==> src/rtl/tiny_evr_decoder_if.sv <==
// Event-link receive interface: the aligned word stream coming in and the
// decoded timing outputs going out to the timestamping logic.
interface tiny_evr_decoder_if #(
    parameter int SECONDS_WIDTH = 32
);
    logic [15:0]              evrRxWord;
    logic [1:0]               evrRxIsK;
    logic                     evrRxValid;

    logic [7:0]               distributedBus;
    logic [7:0]               eventCode;
    logic                     eventStrobe;
    logic                     heartbeatStrobe;
    logic                     secondsMarkerStrobe;
    logic [SECONDS_WIDTH-1:0] seconds;
    logic                     secondsValid;
    logic [31:0]              ticks;
    logic                     heartbeatLost;

    // Link/transceiver side drives the words and consumes the decoded outputs.
    modport master (
        output evrRxWord, evrRxIsK, evrRxValid,
        input  distributedBus, eventCode, eventStrobe, heartbeatStrobe,
        input  secondsMarkerStrobe, seconds, secondsValid, ticks, heartbeatLost
    );

    // Decoder side.
    modport slave (
        input  evrRxWord, evrRxIsK, evrRxValid,
        output distributedBus, eventCode, eventStrobe, heartbeatStrobe,
        output secondsMarkerStrobe, seconds, secondsValid, ticks, heartbeatLost
    );
endinterface

==> src/rtl/tiny_evr_decoder.sv <==
// Receive-side event decoder. Two-stage pipeline: stage 1 captures the raw
// link word, stage 2 decodes it and updates every output on the same edge,
// so all outputs share a 2-cycle latency from the input word.
module tiny_evr_decoder #(
    parameter int SECONDS_WIDTH     = 32,
    parameter int HEARTBEAT_TIMEOUT = 250000000
) (
    input  logic             evrRxClk,
    input  logic             evrRxReset,
    tiny_evr_decoder_if.slave link
);

    // shiftCount must reach SECONDS_WIDTH+1 to flag an overlong sequence.
    localparam int                SC_W       = $clog2(SECONDS_WIDTH + 2);
    localparam logic [SC_W-1:0]   SC_FULL    = SC_W'(SECONDS_WIDTH);
    localparam logic [SC_W-1:0]   SC_OVER    = SC_W'(SECONDS_WIDTH + 1);
    localparam logic [SC_W-1:0]   SC_ONE     = SC_W'(1);
    localparam int                WD_W       = $clog2(HEARTBEAT_TIMEOUT);
    localparam logic [WD_W-1:0]   WD_RELOAD  = WD_W'(HEARTBEAT_TIMEOUT - 1);
    localparam logic [WD_W-1:0]   WD_ONE     = WD_W'(1);

    logic [15:0]              rxWordQ;
    logic [1:0]               rxIsKQ;
    logic                     rxValidQ;

    logic [SECONDS_WIDTH-1:0] shiftReg;
    logic [SC_W-1:0]          shiftCount;
    logic [WD_W-1:0]          watchdog;

    logic [7:0]               codeByte;
    logic                     lowData;
    logic                     isShift;
    logic                     isHeartbeat;
    logic                     isMarker;
    logic                     isEvent;

    // Stage 1: capture the raw link word.
    always_ff @(posedge evrRxClk or posedge evrRxReset) begin
        if (evrRxReset) begin
            rxWordQ  <= '0;
            rxIsKQ   <= '0;
            rxValidQ <= 1'b0;
        end else begin
            rxWordQ  <= link.evrRxWord;
            rxIsKQ   <= link.evrRxIsK;
            rxValidQ <= link.evrRxValid;
        end
    end

    // Classify the low byte; K characters and invalid words decode as null.
    always_comb begin
        codeByte    = rxWordQ[7:0];
        lowData     = rxValidQ && !rxIsKQ[0];
        isShift     = lowData && (codeByte[7:1] == 7'b0111000);
        isHeartbeat = lowData && (codeByte == 8'h7A);
        isMarker    = lowData && (codeByte == 8'h7D);
        isEvent     = lowData && (codeByte != 8'h00) && !isShift;
    end

    // Distributed bus byte follows every valid data high byte.
    always_ff @(posedge evrRxClk or posedge evrRxReset) begin
        if (evrRxReset) begin
            link.distributedBus <= '0;
        end else if (rxValidQ && !rxIsKQ[1]) begin
            link.distributedBus <= rxWordQ[15:8];
        end
    end

    // Single-cycle strobes; eventCode holds between events.
    always_ff @(posedge evrRxClk or posedge evrRxReset) begin
        if (evrRxReset) begin
            link.eventCode           <= '0;
            link.eventStrobe         <= 1'b0;
            link.heartbeatStrobe     <= 1'b0;
            link.secondsMarkerStrobe <= 1'b0;
        end else begin
            link.eventStrobe         <= isEvent;
            link.heartbeatStrobe     <= isHeartbeat;
            link.secondsMarkerStrobe <= isMarker;
            if (isEvent) begin
                link.eventCode <= codeByte;
            end
        end
    end

    // Seconds reassembly: shift in bits, commit on marker only if the count is exact.
    always_ff @(posedge evrRxClk or posedge evrRxReset) begin
        if (evrRxReset) begin
            shiftReg          <= '0;
            shiftCount        <= '0;
            link.seconds      <= '0;
            link.secondsValid <= 1'b0;
        end else if (!rxValidQ) begin
            shiftCount        <= '0;
            link.secondsValid <= 1'b0;
        end else if (isShift) begin
            shiftReg <= {shiftReg[SECONDS_WIDTH-2:0], codeByte[0]};
            if (shiftCount != SC_OVER) begin
                shiftCount <= shiftCount + SC_ONE;
            end
        end else if (isMarker) begin
            if (shiftCount == SC_FULL) begin
                link.seconds      <= shiftReg;
                link.secondsValid <= 1'b1;
            end else begin
                link.seconds      <= link.seconds + SECONDS_WIDTH'(1);
                link.secondsValid <= 1'b0;
            end
            shiftCount <= '0;
        end
    end

    // Ticks since the last seconds marker, saturating.
    always_ff @(posedge evrRxClk or posedge evrRxReset) begin
        if (evrRxReset) begin
            link.ticks <= '0;
        end else if (isMarker) begin
            link.ticks <= '0;
        end else if (link.ticks != 32'hFFFF_FFFF) begin
            link.ticks <= link.ticks + 32'd1;
        end
    end

    // Heartbeat watchdog: down-counter parked at zero; lost flags once it sits at terminal count.
    always_ff @(posedge evrRxClk or posedge evrRxReset) begin
        if (evrRxReset) begin
            watchdog           <= WD_RELOAD;
            link.heartbeatLost <= 1'b1;
        end else if (isHeartbeat) begin
            watchdog           <= WD_RELOAD;
            link.heartbeatLost <= 1'b0;
        end else if (watchdog == '0) begin
            link.heartbeatLost <= 1'b1;
        end else begin
            watchdog <= watchdog - WD_ONE;
        end
    end

endmodule

==> src/flat_wrapper.sv <==
// flat-port wrapper written by rule: the top's interface ports become plain ports
module tiny_evr_decoder_flat 
#(
    parameter int SECONDS_WIDTH     = 32,
    parameter int HEARTBEAT_TIMEOUT = 250000000
)
  (evrRxClk, evrRxReset, link_evrRxWord, link_evrRxIsK, link_evrRxValid, link_distributedBus, link_eventCode, link_eventStrobe, link_heartbeatStrobe, link_secondsMarkerStrobe, link_seconds, link_secondsValid, link_ticks, link_heartbeatLost);
  tiny_evr_decoder_if #(.SECONDS_WIDTH(SECONDS_WIDTH)) link_i ();
  input  logic evrRxClk;
  input  logic evrRxReset;
  input wire logic [$bits(link_i.evrRxWord)-1:0] link_evrRxWord;
  input wire logic [$bits(link_i.evrRxIsK)-1:0] link_evrRxIsK;
  input wire logic [$bits(link_i.evrRxValid)-1:0] link_evrRxValid;
  output wire logic [$bits(link_i.distributedBus)-1:0] link_distributedBus;
  output wire logic [$bits(link_i.eventCode)-1:0] link_eventCode;
  output wire logic [$bits(link_i.eventStrobe)-1:0] link_eventStrobe;
  output wire logic [$bits(link_i.heartbeatStrobe)-1:0] link_heartbeatStrobe;
  output wire logic [$bits(link_i.secondsMarkerStrobe)-1:0] link_secondsMarkerStrobe;
  output wire logic [$bits(link_i.seconds)-1:0] link_seconds;
  output wire logic [$bits(link_i.secondsValid)-1:0] link_secondsValid;
  output wire logic [$bits(link_i.ticks)-1:0] link_ticks;
  output wire logic [$bits(link_i.heartbeatLost)-1:0] link_heartbeatLost;
  assign link_i.evrRxWord = link_evrRxWord;
  assign link_i.evrRxIsK = link_evrRxIsK;
  assign link_i.evrRxValid = link_evrRxValid;
  assign link_distributedBus = link_i.distributedBus;
  assign link_eventCode = link_i.eventCode;
  assign link_eventStrobe = link_i.eventStrobe;
  assign link_heartbeatStrobe = link_i.heartbeatStrobe;
  assign link_secondsMarkerStrobe = link_i.secondsMarkerStrobe;
  assign link_seconds = link_i.seconds;
  assign link_secondsValid = link_i.secondsValid;
  assign link_ticks = link_i.ticks;
  assign link_heartbeatLost = link_i.heartbeatLost;
  tiny_evr_decoder #(.SECONDS_WIDTH(SECONDS_WIDTH), .HEARTBEAT_TIMEOUT(HEARTBEAT_TIMEOUT)) u_core (.evrRxClk(evrRxClk), .evrRxReset(evrRxReset), .link(link_i));
endmodule
==> config.mk <==
export PLATFORM = sky130hd
export DESIGN_NAME = tiny_evr_decoder_flat
export DESIGN_NICKNAME = d
export VERILOG_FILES = /design/src/rtl/tiny_evr_decoder_if.sv /design/src/rtl/tiny_evr_decoder.sv /design/src/flat_wrapper.sv
export SDC_FILE = /design/constraint.sdc
export NUM_CORES = 1
export LEC_CHECK = 0
export BUFFER_PORTS_ARGS = -buffer_cell sky130_fd_sc_hd__buf_2
export CAP_MARGIN = 5
export CORE_ASPECT_RATIO = 1.5
export CORE_MARGIN = 2
export CORE_UTILIZATION = 39
export CTS_CLUSTER_SIZE = 24
export DETAILED_ROUTE_END_ITERATION = 6
export PLACE_DENSITY_LB_ADDON = 0.08
export RECOVER_POWER = 100
export SLEW_MARGIN = 20
export SYNTH_ARGS = -nofsm -noshare
export SYNTH_HDL_FRONTEND = slang
export SYNTH_SLANG_ARGS = --single-unit
==> constraint.sdc <==
create_clock -name evrRxClk -period 7 [get_ports evrRxClk]
set_clock_uncertainty 0.1 [all_clocks]
set_input_delay 1.4 -clock evrRxClk [delete_from_list [all_inputs] [get_ports evrRxClk]]
set_output_delay 1.4 -clock evrRxClk [all_outputs]
set_load 0.03 [all_outputs]
==> results of run 1 <==
synth_stat cells, drive strengths merged, types with 2 or more instances:
library cell	count	area (um^2)
nand4	27	184
nor3	16	85.1
and3	14	87.6
o2bb2ai	2	17.5
a21oi	64	320
ha	7	87.6
o31ai	22	165
or3b	2	20.0
or2	5	31.3
nand2b	2	12.5
nand4b	2	17.5
or3	24	150
o21a	6	45.0
xor2	7	61.3
dfstp	20	526
o22a	14	123
mux2i	3	30.0
a31oi	10	62.6
dfrtp	150	3750
nor4	9	62.6
xnor2	4	35.0
inv	14	52.6
or4	27	206
and4b	2	20.0
and2	9	56.3
mux2	48	541
nand3	48	240
nand2	59	221
o211ai	8	60.1
a2bb2oi	9	78.8
o22ai	8	50.1
nor2	52	195
and4	9	78.8
clkbuf	36	135
nor2b	2	12.5
nor3b	2	15.0
o21ai	34	170
buf	7	37.5
metrics by stage:
stage | power (mW) | utilization | hold WS (ns) | instance area, um^2 | setup WS [ns]
6_report | 2.55 | 0.456 | 0.379 | 9350 | 2.50
5_1_grt | 2.69 | 0.456 | 0.389 | 9350 | 2.08
4_1_cts | 2.59 | 0.462 | 0.382 | 9480 | 3.98
3_5_place_dp | 1.68 | 0.435 | 0.367 | 8920 | 3.98
3_3_place_gp | 1.67 | 0.435 | 0.358 | 8920 | 4.03
2_1_floorplan | 1.55 | - | 0.354 | 8160 | 0.930
sequential cells by signal, summed over array words and instances, names as in the netlist, 2 cells and up:
name / count
u_core.link.distributedBus: 8
u_core.link.eventCode: 8
u_core.link.seconds: 32
u_core.link.ticks: 32
u_core.rxIsKQ: 2
u_core.rxWordQ: 16
u_core.shiftCount: 6
u_core.shiftReg: 32
u_core.watchdog: 28
cell type report:
type                       instances  share of cell area
multi-input combinational        570               0.392
timing repair buffer             113              0.0498
sequential                       170               0.458
tap                              264              0.0353
clock buffer                      18              0.0459
inverter                          14             0.00576
clock inverter                    14              0.0133
critical path, delay by kind of cell (launching register included):
family | cells | cell delay (ns)
DFF | 1 | 0.43
buffers and inverters | 3 | 2.92
and+or+nand+nor | 4 | 0.98
cells by family (layout without fill, tap and decap cells):
logic type      count (synthesis)  in the layout  share of synthesized area
buf+inv                        57            159                     0.0276
flops                         170            170                      0.524
simple gates                  313            313                      0.210
mux                            51             51                     0.0699
compound gates                188            188                      0.146
xor+xnor                       11             11                     0.0118
fa+ha+maj                       7              7                     0.0107
metal layers:
layer,routed length [um],global-route usage
met1,8510,0.232
met2,10700,0.337
met3,769,0.0391
met4,284,0.0579
met5,0,0
how the worst max path moves through the flow:
| stage | startpoint | end | slack [ns] |
|---|---|---|---|
| 2_1_floorplan | evrRxReset | u_core.link.distributedBus[0] | 0.93 |
| 3_3_place_gp | u_core.rxWordQ[7] | u_core.link.seconds[16] | 4.03 |
| 3_5_place_dp | u_core.rxWordQ[7] | u_core.link.seconds[16] | 3.98 |
| 4_1_cts | u_core.rxWordQ[7] | u_core.link.seconds[16] | 3.98 |
| 5_1_grt | u_core.rxValidQ | u_core.link.ticks[10] | 2.08 |
| 6_report | u_core.rxValidQ | u_core.link.ticks[6] | 2.50 |
power by group:
part	internal [mW]	total, mW	switching (mW)
combinational	0.143	0.418	0.276
sequential	1.12	1.24	0.113
clock	0.491	0.892	0.402
total	1.76	2.55	0.790
layout by cell type (no fill, tap or decap), types with 3 or more instances in the layout:
master / n
a21oi_1: 64
a2bb2oi_1: 9
a31oi_1: 10
and2_1: 9
and3_1: 14
and4_1: 9
buf_2: 18
buf_4: 5
clkbuf_1: 91
clkbuf_16: 17
clkinv_2: 4
clkinvlp_4: 4
dfrtp_1: 150
dfstp_2: 19
ha_1: 7
inv_1: 12
inv_6: 3
mux2_2: 48
mux2i_1: 3
nand2_1: 58
nand3_1: 48
nand4_1: 26
nor2_1: 52
nor3_1: 14
nor4_1: 8
o211ai_1: 8
o21a_1: 6
o21ai_0: 34
o22a_1: 14
o22ai_1: 8
o31ai_1: 22
or2_2: 5
or3_1: 24
or4_1: 25
xnor2_1: 4
xor2_1: 7
==> summary.md, run 1 <==
| Metric | Value |
|---|---|
| Status | `finished with violations` |
| Failing checks | `max-capacitance violations, max-slew violations` |
| PortBufs | `105` |
| Worst r2r src | `u_core.rxValidQ` |
| Post-DRT Antenna Nets | `0` |
| Critical R2R Capture | `u_core.link.ticks[6]` |
| Vias in the first global route | `6537` |
| # IOs | `106` |
| Slowest CP cell | `clkbuf_1` |
| Cell Chain, Critical Path | `nand2b_1, or4_2, clkbuf_1, inv_2, buf_4, or4_1, nand2_1` |
| Sum Neg Setup Slack | `0 ns` |
| Hold_sp | `u_core.rxWordQ[11]` |
| Final Hold Viols | `0` |
| Global Route Usage Sum | `0.191` |
| Routed vias/inst | `5.65` |
| Post-CTS Setup Inserts | `0` |
| CTS sink cnt | `170` |
| Number of max-slew violations in the final report | `171` |
| Worst VDD drop | `164 uV` |
| # rows | `64` |
| Syn Area/Cell | `10.2 um^2` |
| Grt total ovfl | `0` |
| Req. time, crit path | `7.26 ns` |
| DP Wirelength | `13.7 mm` |
| Residual DRC | `0` |
| Post-synth EDFFs | `0` |
| Hold Path Sink | `u_core.link.distributedBus[3]` |
| CP Class | `reg2reg` |
| Final setup violation count | `0` |
| Vias | `6573` |
| Worst Path Arrival | `4.76 ns` |
| Max-Cap Viols | `3` |
| First-pass GRT wire length | `33.8 mm` |
| Synth cell types | `60` |
| Mapped Nets | `825` |
| Cts hold-fix bufs | `0` |
| Largest net degree at the start of global routing | `81` |
| Placed insts | `1131` |
| Hold Crit Class | `reg2reg` |
| Initial antenna violation count | `0` |
| Non-Filler Instances | `1163` |
| Final #Nets | `914` |
| P_leak | `3.81 nW` |
| Initial DRC Count | `352` |
| Clk buf depth | `2` |
| Sequential area share after synthesis | `0.524` |
| # diodes | `0` |
| CP startpoint kind | `flip-flop` |
| CP peak stage delay | `1.84 ns` |
| Final Cycle Share | `0.643` |
| RSZ-0062 raised after global routing | `no` |
| Multi-input gate area | `0.00366 mm^2` |
| Worst R2R Path Depth | `7` |
| Actual slew at the worst max-slew pin | `3.58 ns` |
| Reg-to-reg slack, setup | `2.50 ns` |
| Initial Utilization | `0.398` |
| Final Wtd Congestion | `0.778` |
| Crit-path max FO | `54` |
| Die Height | `181 um` |
| Clock buffer count from CTS | `17` |
| Root Buffer | `clkbuf_16` |
| Post-Synthesis Cells | `797` |
| Fill count | `2020` |
| CTS tree | `done` |
| Share of cells above drive strength 1 | `0.152` |
| Synthesis Warnings | `0` |
| H-tree depth | `4` |
| Clock Latency Late Sink | `0.43 ns` |
| Worst Hold Depth | `1` |
| Mapped cell area | `0.00816 mm^2` |
| Register area | `0.00428 mm^2` |
| Die ar. | `0.0221 mm^2` |
| Routed WL | `20.2 mm` |
| Core Region | `0.0205 mm^2` |
| CP Capture Type | `flip-flop` |
| Avg WL per Cell | `17.4 um` |
| Synth Flop Type | `dfrtp_1` |
| Post_cts resized | `0` |
| Ys async rst share | `1.00` |
| Worst slew margin | `-1.40` |
| Pwr Density | `272 mW/mm^2` |
| Drt pass-1 iters | `4` |
| Clock Pin Slew Worst Setup and Hold Paths | `0.07 ns` |
| Synth Register Bits | `170` |
| Min Tclk post-route | `4.50 ns` |
| Die X | `122 um` |
| Fmax | `222 MHz` |
| Area grow syn2layout | `14.5%` |
Power figures use the tool's default switching activity.
==> run 2: changes to the inputs <==
==> constraint.sdc (replaced) <==
create_clock -name evrRxClk -period 4.4 [get_ports evrRxClk]
set_clock_uncertainty 0.1 [all_clocks]
set_input_delay 0.88 -clock evrRxClk [delete_from_list [all_inputs] [get_ports evrRxClk]]
set_output_delay 0.88 -clock evrRxClk [all_outputs]
set_load 0.03 [all_outputs]
==> summary.md, run 2 (synthesized netlist as in run 1, its figures left out) <==
| Metric | Value |
|---|---|
| Max-Cap Viols | `2 (-1)` |
| Largest net degree at the start of global routing | `86 (+6.2%)` |
| Cts hold-fix bufs | `0 (unchanged)` |
| Fmax | `293 MHz (+32%)` |
| Residual DRC | `0 (unchanged)` |
| Sequential share of power | `0.470 (-0.015)` |
| Number of max-slew violations in the final report | `76 (-56%)` |
| Min Tclk post-route | `3.41 ns (-1.09 ns)` |
| Final Hold Slack | `0.376 ns (-0.00295 ns)` |
| Worst slew margin | `-0.312 (+1.09)` |
| CP Class | `reg2reg` |
| Sum Neg Setup Slack | `0 ns (unchanged)` |
| Fill count | `1998 (-1.1%)` |
| Clock Latency Late Sink | `0.42 ns (about the same)` |
| Final Cycle Share | `0.776 (+0.133)` |
| Core Region | `0.0205 mm^2 (unchanged)` |
| H-tree depth | `4 (unchanged)` |
| DP Wirelength | `13.8 mm (+0.64%)` |
| Die ar. | `0.0221 mm^2 (unchanged)` |
| Post-CTS Setup Inserts | `0 (unchanged)` |
| Post-DRT Antenna Nets | `0 (unchanged)` |
| CTS sink cnt | `170 (unchanged)` |
| Initial Utilization | `0.398 (unchanged)` |
| Avg WL per Cell | `17.6 um (+0.84%)` |
| Initial DRC Count | `415 (+18%)` |
| Die X | `122 um (unchanged)` |
| Vias | `6634 (+0.93%)` |
| Final setup violation count | `0 (unchanged)` |
| Regs by FF count | `u_core.link.seconds (32), u_core.link.ticks (32), u_core.shiftReg (32)` |
| Worst Path Arrival | `3.65 ns (-1.11 ns)` |
| Clock share of power | `0.369 (+0.018)` |
| Most frequent cells in the layout | `dfrtp_1 (150), clkbuf_1 (95), a21oi_1 (64)` |
| Slowest CP cell | `inv_1` |
| RSZ-0062 raised after global routing | `no` |
| Hold Crit Class | `reg2reg` |
| Clk buf depth | `2 (unchanged)` |
| Root Buffer | `clkbuf_16` |
| Place WS | `1.46 ns (-2.52 ns)` |
| # rows | `64 (unchanged)` |
| Actual slew at the worst max-slew pin | `1.97 ns (-1.61 ns)` |
| Final Wtd Congestion | `0.798 (+2.6%)` |
| Final Hold Viols | `0 (unchanged)` |
| Crit-path max FO | `54 (unchanged)` |
| Grt total ovfl | `0 (unchanged)` |
| Routed WL | `20.5 mm (+1.2%)` |
| P_leak | `3.83 nW (+0.50%)` |
| Comb pwr share | `0.161 (-0.003)` |
| Share of cells above drive strength 1 | `0.143 (-0.00953)` |
| First-pass GRT wire length | `33.8 mm (about the same)` |
| Status | `finished with violations` |
| PortBufs | `105 (unchanged)` |
| Pwr Density | `443 mW/mm^2 (+63%)` |
| Initial antenna violation count | `0 (unchanged)` |
| CP Capture Type | `flip-flop` |
| Commonest non-fill, non-tap cell in the layout | `dfrtp_1` |
| Final #Nets | `918 (+0.44%)` |
| # IOs | `106 (unchanged)` |
| Area grow syn2layout | `15.1%` |
| Req. time, crit path | `4.64 ns (-2.62 ns)` |
| Worst Slack Setup Final | `0.986 ns (-1.51 ns)` |
| Failing checks | `max-capacitance violations, max-slew violations` |
| Clock Pin Slew Worst Setup and Hold Paths | `0.06 ns (about the same)` |
| # diodes | `0 (unchanged)` |
| Drt pass-1 iters | `5 (+1)` |
| Sw frac | `0.295 (-0.0153)` |
| Register area | `0.00428 mm^2 (unchanged)` |
| Vias in the first global route | `6672 (+2.1%)` |
| Cell Chain, Critical Path | `nand4b_1, or4_2, buf_4, inv_1, clkbuf_1, o21ai_0, nor3_1` |
| CP startpoint kind | `flip-flop` |
| Routed vias/inst | `5.68 (+0.58%)` |
| Clock buffer count from CTS | `17 (unchanged)` |
| CP peak stage delay | `0.96 ns (-0.88 ns)` |
| Die Height | `181 um (unchanged)` |
| P_int | `2.93 mW (+67%)` |
| Post_cts resized | `0 (unchanged)` |
| Multi-input gate area | `0.00363 mm^2 (-1.0%)` |
| Psw | `1.23 mW (+55%)` |
| Total power | `4.16 mW (+64%)` |
| Worst VDD drop | `264 uV (+61%)` |
| CTS tree | `done` |
| Global Route Usage Sum | `0.191 (about the same)` |
==> run 2: area by class of cell <==
cell class | instances | area share
inverters | 14 | 0.00573
clock inverters | 11 | 0.0155
clock buffers | 21 | 0.0490
multi-input cells | 570 | 0.386
repair buffers | 117 | 0.0529
well taps | 264 | 0.0352
flip-flops and latches | 170 | 0.456
==> run 2: worst paths after layout <==
kind | slack (ns) | cells past startpoint | endpoint | startpoint
max in group asynchronous | 2.05 | 3 | u_core.link.seconds[21] | evrRxReset
hold reg to reg | 0.38 | 1 | u_core.link.distributedBus[0] | u_core.rxWordQ[8]
min in group asynchronous | 0.83 | 2 | u_core.rxWordQ[12] | evrRxReset
setup reg to reg | 0.99 | 7 | u_core.link.seconds[26] | u_core.rxWordQ[7]
hold / removal | 0.38 | 1 | u_core.link.distributedBus[0] | u_core.rxWordQ[8]
setup / recovery | 0.99 | 7 | u_core.link.seconds[26] | u_core.rxWordQ[7]
==> run 2: critical path: cells and delay by family, from the launching register on <==
family | cells | cell delay (ns)
flops | 1 | 0.40
simple gates | 3 | 1.01
buf+inv | 3 | 1.68
compound gates | 1 | 0.14
==> run 2: through the flow <==
stage	std cells	area, um^2	util
finish	1167	9390	0.458
global route	1167	9390	0.458
CTS	1167	9570	0.467
detailed placement	1135	8960	0.437
global placement	1135	8960	0.437
floorplan	797	8170	-
==> run 2: power groups by stage <==
stage                     sequential, mW  clock [mW]  combinational, mW
after global routing                1.99        1.65              0.761
after global placement              1.97           0              0.674
after detailed placement            1.99           0              0.696
after CTS                           1.96        1.58              0.698
after floorplan                     2.05           0              0.418
final                               1.96        1.54              0.670
==> run 2: routing by layer <==
metal  track usage  up-vias  wire, um
met5             0        -         0
met4        0.0657        0       289
met3        0.0458       18       866
met2         0.338      132     10800
met1         0.223     3320      8490
li1              -     3164         -
